$ cat config.mk
export PLATFORM = sky130hd
export DESIGN_NAME = req_sync_arbiter_flat
export DESIGN_NICKNAME = d
export VERILOG_FILES = /design/src/rtl/req_arb_pkg.sv /design/src/rtl/req_sync_arbiter_if.sv /design/src/rtl/req_sync_arbiter_input_conditioner.sv /design/src/rtl/req_sync_arbiter.sv /design/src/flat_wrapper.sv
export SDC_FILE = /design/constraint.sdc
export NUM_CORES = 1
export LEC_CHECK = 0
export CAP_MARGIN = 20
export CORE_ASPECT_RATIO = 0.5
export CORE_MARGIN = 4
export CORE_UTILIZATION = 50
export CTS_BUF_LIST = sky130_fd_sc_hd__clkbuf_8
export CTS_CLUSTER_DIAMETER = 150
export DETAILED_ROUTE_END_ITERATION = 8
export DONT_BUFFER_PORTS = 1
export HOLD_SLACK_MARGIN = 0.1
export PLACE_DENSITY = 0.78
export SLEW_MARGIN = 20
export SYNTH_ARGS = -nofsm -noshare
export SYNTH_HDL_FRONTEND = slang
export SYNTH_SLANG_ARGS = --single-unit
$ cat constraint.sdc
create_clock -name clk -period 1.9 [get_ports clk]
set_input_delay 0.38 -clock clk [delete_from_list [all_inputs] [get_ports clk]]
set_output_delay 0.38 -clock clk [all_outputs]
set_load 0.01 [all_outputs]
$ cat src/rtl/req_arb_pkg.sv
// Shared types and defaults for the request synchronizer / round-robin arbiter.
package req_arb_pkg;

    typedef enum logic {
        IDLE  = 1'b0,
        GRANT = 1'b1
    } arb_state_e;

    localparam int N_REQ_DEF           = 4;
    localparam int DEBOUNCE_CYCLES_DEF = 500000;

    // grant_id width; a two-channel arbiter still needs one bit
    function automatic int idw_of(input int n);
        return (n > 2) ? $clog2(n) : 1;
    endfunction

endpackage

$ cat src/rtl/req_sync_arbiter_if.sv
// Request/grant bundle between the raw request source, the arbiter and the grant consumer.
interface req_sync_arbiter_if
    import req_arb_pkg::*;
#(
    parameter int N_REQ = N_REQ_DEF,
    parameter int IDW   = idw_of(N_REQ)
);
    logic [N_REQ-1:0] req_async;
    logic             grant_ready;
    logic             grant_valid;
    logic [IDW-1:0]   grant_id;
    logic [N_REQ-1:0] pending;
    logic             drop;

    modport master (
        output req_async,
        output grant_ready,
        input  grant_valid,
        input  grant_id,
        input  pending,
        input  drop
    );

    modport slave (
        input  req_async,
        input  grant_ready,
        output grant_valid,
        output grant_id,
        output pending,
        output drop
    );
endinterface

$ cat src/rtl/req_sync_arbiter_input_conditioner.sv
// One request channel: 2-flop synchronizer, counter-based debounce, registered rise pulse.
module input_conditioner #(
    parameter int DEBOUNCE_CYCLES = 4
) (
    input  logic clk,
    input  logic rst_n,
    input  logic i_async,
    output logic o_rise
);
    localparam int CW = $clog2(DEBOUNCE_CYCLES) + 1;

    logic          r_s1;
    logic          r_s2;
    logic          r_db;
    logic [CW-1:0] r_cnt;
    logic          r_rise;

    // counter tops out at DEBOUNCE_CYCLES-1 and then resets, so it cannot wrap
    always_ff @(posedge clk or negedge rst_n) begin
        if (!rst_n) begin
            r_s1   <= 1'b0;
            r_s2   <= 1'b0;
            r_db   <= 1'b0;
            r_cnt  <= '0;
            r_rise <= 1'b0;
        end else begin
            r_s1   <= i_async;
            r_s2   <= r_s1;
            r_rise <= 1'b0;
            if (r_s2 != r_db) begin
                if (r_cnt == CW'(DEBOUNCE_CYCLES - 1)) begin
                    r_db   <= r_s2;
                    r_cnt  <= '0;
                    r_rise <= r_s2;
                end else begin
                    r_cnt <= r_cnt + 1'b1;
                end
            end else begin
                r_cnt <= '0;
            end
        end
    end

    assign o_rise = r_rise;
endmodule

$ cat src/rtl/req_sync_arbiter.sv
// Debounced asynchronous requests latched into pending flags and served round-robin.
//   state | meaning
//   IDLE  | no grant offered; picks the next pending channel from ptr upward
//   GRANT | grant_valid/grant_id held until grant_ready
module req_sync_arbiter
    import req_arb_pkg::*;
#(
    parameter int N_REQ           = N_REQ_DEF,
    parameter int DEBOUNCE_CYCLES = DEBOUNCE_CYCLES_DEF
) (
    input logic               clk,
    input logic               rst_n,
    req_sync_arbiter_if.slave arb
);
    localparam int IDW = idw_of(N_REQ);

    logic [N_REQ-1:0] w_rise;
    logic [N_REQ-1:0] w_clr;
    logic             w_accept;
    logic             w_any;
    logic [IDW-1:0]   w_sel;

    arb_state_e       r_state;
    logic [N_REQ-1:0] r_pending;
    logic [IDW-1:0]   r_ptr;
    logic [IDW-1:0]   r_gid;
    logic             r_gv;
    logic             r_drop;

    function automatic logic [IDW-1:0] wrap_add(input logic [IDW-1:0] a, input int b);
        int s;
        s = int'(a) + b;
        if (s >= N_REQ) s = s - N_REQ;
        return IDW'(s);
    endfunction

    for (genvar g = 0; g < N_REQ; g++) begin : g_ch
        input_conditioner #(
            .DEBOUNCE_CYCLES(DEBOUNCE_CYCLES)
        ) u_cond (
            .clk    (clk),
            .rst_n  (rst_n),
            .i_async(arb.req_async[g]),
            .o_rise (w_rise[g])
        );
    end

    // walk downward so the last hit is the nearest channel at or after ptr
    always_comb begin
        w_any = 1'b0;
        w_sel = '0;
        for (int k = N_REQ - 1; k >= 0; k--) begin
            if (r_pending[wrap_add(r_ptr, k)]) begin
                w_any = 1'b1;
                w_sel = wrap_add(r_ptr, k);
            end
        end
    end

    assign w_accept = r_gv & arb.grant_ready;
    assign w_clr    = w_accept ? (N_REQ'(1) << r_gid) : '0;

    always_ff @(posedge clk or negedge rst_n) begin
        if (!rst_n) begin
            r_state   <= IDLE;
            r_pending <= '0;
            r_ptr     <= '0;
            r_gid     <= '0;
            r_gv      <= 1'b0;
            r_drop    <= 1'b0;
        end else begin
            // a new press outranks the clear of the same bit
            r_pending <= w_rise | (r_pending & ~w_clr);
            r_drop    <= |(w_rise & r_pending & ~w_clr);
            case (r_state)
                IDLE: begin
                    if (w_any) begin
                        r_gid   <= w_sel;
                        r_gv    <= 1'b1;
                        r_state <= GRANT;
                    end
                end
                GRANT: begin
                    if (w_accept) begin
                        r_gv    <= 1'b0;
                        r_ptr   <= wrap_add(r_gid, 1);
                        r_state <= IDLE;
                    end
                end
                default: r_state <= IDLE;
            endcase
        end
    end

    assign arb.grant_valid = r_gv;
    assign arb.grant_id    = r_gid;
    assign arb.pending     = r_pending;
    assign arb.drop        = r_drop;
endmodule
$ cat src/flat_wrapper.sv
// flat-port wrapper written by rule: the top's interface ports become plain ports
module req_sync_arbiter_flat import req_arb_pkg::*;
#(
    parameter int N_REQ           = N_REQ_DEF,
    parameter int DEBOUNCE_CYCLES = DEBOUNCE_CYCLES_DEF
)
  (clk, rst_n, arb_req_async, arb_grant_ready, arb_grant_valid, arb_grant_id, arb_pending, arb_drop);
  req_sync_arbiter_if #(.N_REQ(N_REQ)) arb_i ();
  input logic clk;
  input logic rst_n;
  input wire logic [$bits(arb_i.req_async)-1:0] arb_req_async;
  input wire logic [$bits(arb_i.grant_ready)-1:0] arb_grant_ready;
  output wire logic [$bits(arb_i.grant_valid)-1:0] arb_grant_valid;
  output wire logic [$bits(arb_i.grant_id)-1:0] arb_grant_id;
  output wire logic [$bits(arb_i.pending)-1:0] arb_pending;
  output wire logic [$bits(arb_i.drop)-1:0] arb_drop;
  assign arb_i.req_async = arb_req_async;
  assign arb_i.grant_ready = arb_grant_ready;
  assign arb_grant_valid = arb_i.grant_valid;
  assign arb_grant_id = arb_i.grant_id;
  assign arb_pending = arb_i.pending;
  assign arb_drop = arb_i.drop;
  req_sync_arbiter #(.N_REQ(N_REQ), .DEBOUNCE_CYCLES(DEBOUNCE_CYCLES)) u_core (.clk(clk), .rst_n(rst_n), .arb(arb_i));
endmodule
==> results.tsv <==
stage	metric	value	unit
power	Reg power frac	59.5	%
synth	Post-synth EDFFs	0	
power	Leakage	2.35	nW
run_status	outcome	complete, but fails checks	
clock_tree	CTS root buf	clkbuf_8	
synth	Synth Net Count	512	
sta	setup tns final	0	ns
final_layout	Area Overhead vs Synth	11.6	%
routing	Final ANT Viol Nets	0	
power	Power, Total	0.00393	W
grt	global-route wire length before repair	16.4	mm
sta	Fmax achieved	543	MHz
final_layout	Design Area, Final	5660	um^2
placement	hpwl dp	6.46	mm
sta	Clock Skews	0.0105	ns
routing	drt wl/cell	13.7	um
clock_tree	later-pin clock latency in the skew report	0.38	ns
die	Die H	79.2	um
clock_tree	clock buffer count from CTS	9	
synth	synthesis-stage register bit count	107	
synth	ys async rst share	100	%
sta	Min Hold Slack	-0.300	ns
clock_tree	number of setup buffers added after CTS	0	
final_layout	# diodes	0	
clock_tree	Clock Path Buffers	2	
critical_path	CP startpoint kind	register	
placement	Final Wtd Congestion	0.833	
clock_tree	H-tree Lvls	3	
power	Net Switching	0.000838	W
synth	register area share after synthesis	52.8	%
power	Pint	0.00309	W
sta	Fin. Hold Viols	107	
power	Clock Power Share	38.0	%
run_status	failing checks	negative hold slack	
routing	drt via density	5.63	
routing	routed wire length	9.12	mm
sta	Slew HR	72.7	%
synth	ranking of synthesized cells by area	dfrtp_1, nor2_1, xor2_1	
routing	1st-pass router iterations	4	
synth	area leader, netlist	dfrtp_1	
routing	Via Count	3737	
die	IO Count	15	
clock_tree	clock-pin slew on the worst setup and hold paths	0.10	ns
synth	Yosys top cell area share	52.8	%
power	pwr/cell area	695	nW/um^2
flow_run	Max-Cap Viols	0	
sta	max-slew violation count	0	
sta	Worst Tran Pin Value	0.406	ns
die	core area	9670	um^2
synth	main flop type after synthesis	dfrtp_1	
placement	DP Area	5380	um^2
final_layout	layout cells sized above 1	10.4	%
critical_path	WP data required	2.17	ns
grt	antenna violations before repair	0	
clock_tree	clk sinks	107	
synth	yosys warns	0	
final_layout	Nets	539	
grt	largest net degree at the start of global routing	108	
power	switching share of total power	21.3	%
final_layout	most frequent cells in the layout	dfrtp_1, nor2_1, nand3_1	
critical_path	Critical Path AT	2.11	ns
synth	post-synthesis cell count	497	
sta	final setup fails	0	
power	Comb power frac	2.5	%
sta	post-route minimum period	1.84	ns
placement	PortBufs	0	
final_layout	most common cell after layout, fill and taps aside	dfrtp_1	
die	Die Wd	150	um
clock_tree	CTS tree	yes	
routing	initial DRC count	288	
die	FP Rows	25	
min_path	hold crit path type	in -> async	
power	VDD IR max	0.000395	V
critical_path	CP max FO	4	
sta	final worst-path cycle share	96.9	%
grt	gr usage total	16.9	%
synth	post-synthesis cell type count	44	
synth	Synth Area per Inst	10.2	um^2
routing	detailed-route DRC error count	0	
critical_path	crit end category	register	
clock_tree	hold_buf cts	4	
die	initial cell density of the core	52.4	%
grt	vias in the first global route	3638	
synth	post-synthesis cell area	5070	um^2
grt	grt ovf	0	
critical_path	kind of critical path	reg -> reg	
die	DIE AREA	11900	um^2
-- worst paths after layout --
kind,from,to,slack (ns),depth (start not counted)
worst max register to register,u_core.g_ch[2].u_cond.r_cnt[0],u_core.g_ch[2].u_cond.r_db,0.06,5
min in group clk,arb_grant_ready,u_core.arb.grant_valid,0.17,2
worst max-delay path,u_core.g_ch[2].u_cond.r_cnt[0],u_core.g_ch[2].u_cond.r_db,0.06,5
max in group asynchronous,rst_n,u_core.g_ch[0].u_cond.r_cnt[17],2.01,0
worst min-delay path,rst_n,u_core.g_ch[3].u_cond.r_cnt[10],-0.30,0
worst min register to register,u_core.g_ch[3].u_cond.r_s1,u_core.g_ch[3].u_cond.r_s2,0.36,0
-- critical path, cell delays in order, from the launching register on --
cell and delay, ns:
dfrtp_1 0.46, ha_4 0.19, nand4_1 0.13, or3_1 0.41, or2_1 0.27, mux2_2 0.28
-- stage by stage --
stage	util, %	hold slack (ns)	worst slack, ns	cells
floorplan	-	0.0844	0.0595	497
global placement	55.7	0.0893	0.103	644
detailed placement	55.7	0.0893	-0.0144	644
CTS	58.3	-0.336	0.0222	664
global route	58.5	-0.350	-0.00752	664
finish	58.5	-0.300	0.0594	664
-- registers in the layout, indices dropped and copies added, names as in the netlist --
name / cells
u_core.arb.drop: 1
u_core.arb.grant_id: 2
u_core.arb.grant_valid: 1
u_core.arb.pending: 4
u_core.g_ch.u_cond.o_rise: 4
u_core.g_ch.u_cond.r_cnt: 80
u_core.g_ch.u_cond.r_db: 4
u_core.g_ch.u_cond.r_s1: 4
u_core.g_ch.u_cond.r_s2: 4
u_core.r_ptr: 2
u_core.r_state: 1
-- metal layers --
metal	track usage, %	wire (um)
met1	21.7	4370
met2	28.8	4360
met3	4.10	299
met4	5.02	88
met5	0	0
-- layout make-up --
class	count	area, um^2
clock inverter	7	91.3
timing repair buffer	29	228
clock buffer	9	124
sequential	107	2680
fill	787	4010
multi-input combinational	364	2320
inverter	13	48.8
tap	135	169
-- cells in the mapped netlist, drive strengths merged, types with 5 or more instances --
| cell | number |
|---|---|
| xnor2 | 28 |
| xor2 | 29 |
| or4 | 13 |
| buf | 6 |
| mux2 | 5 |
| and4 | 10 |
| nor4b | 5 |
| nand3 | 34 |
| nor3 | 11 |
| inv | 13 |
| nor2 | 68 |
| clkbuf | 7 |
| o31ai | 13 |
| ha | 8 |
| dfrtp | 107 |
| nand2 | 29 |
| nand4 | 26 |
| nor4 | 10 |
| or3 | 14 |
| o21ai | 12 |
| a21oi | 21 |
-- kinds of logic after synthesis --
group           share of synthesized area [%]
fa+ha+maj                                1.97
compound gates                           6.76
xor+xnor                                 9.85
flops                                    52.8
buf+inv                                  2.10
simple gates                             25.0
mux                                      1.51
-- power groups by stage --
stage	sequential, W	combinational [W]	clock, W
global route	0.00234	0.000113	0.00164
finish	0.00234	0.0000984	0.00149
global placement	0.00238	0.0000887	0
CTS	0.00234	0.0000976	0.00154
floorplan	0.00237	0.0000678	0
detailed placement	0.00238	0.0000903	0
-- timing repair --
item / CTS / global route
resized for setup: 1 / 4
endpoints found under the setup margin: 2 / 3
endpoints found under the hold margin: 111 / 107
pin swaps: 0 / 0
Power figures use the tool's default switching activity.
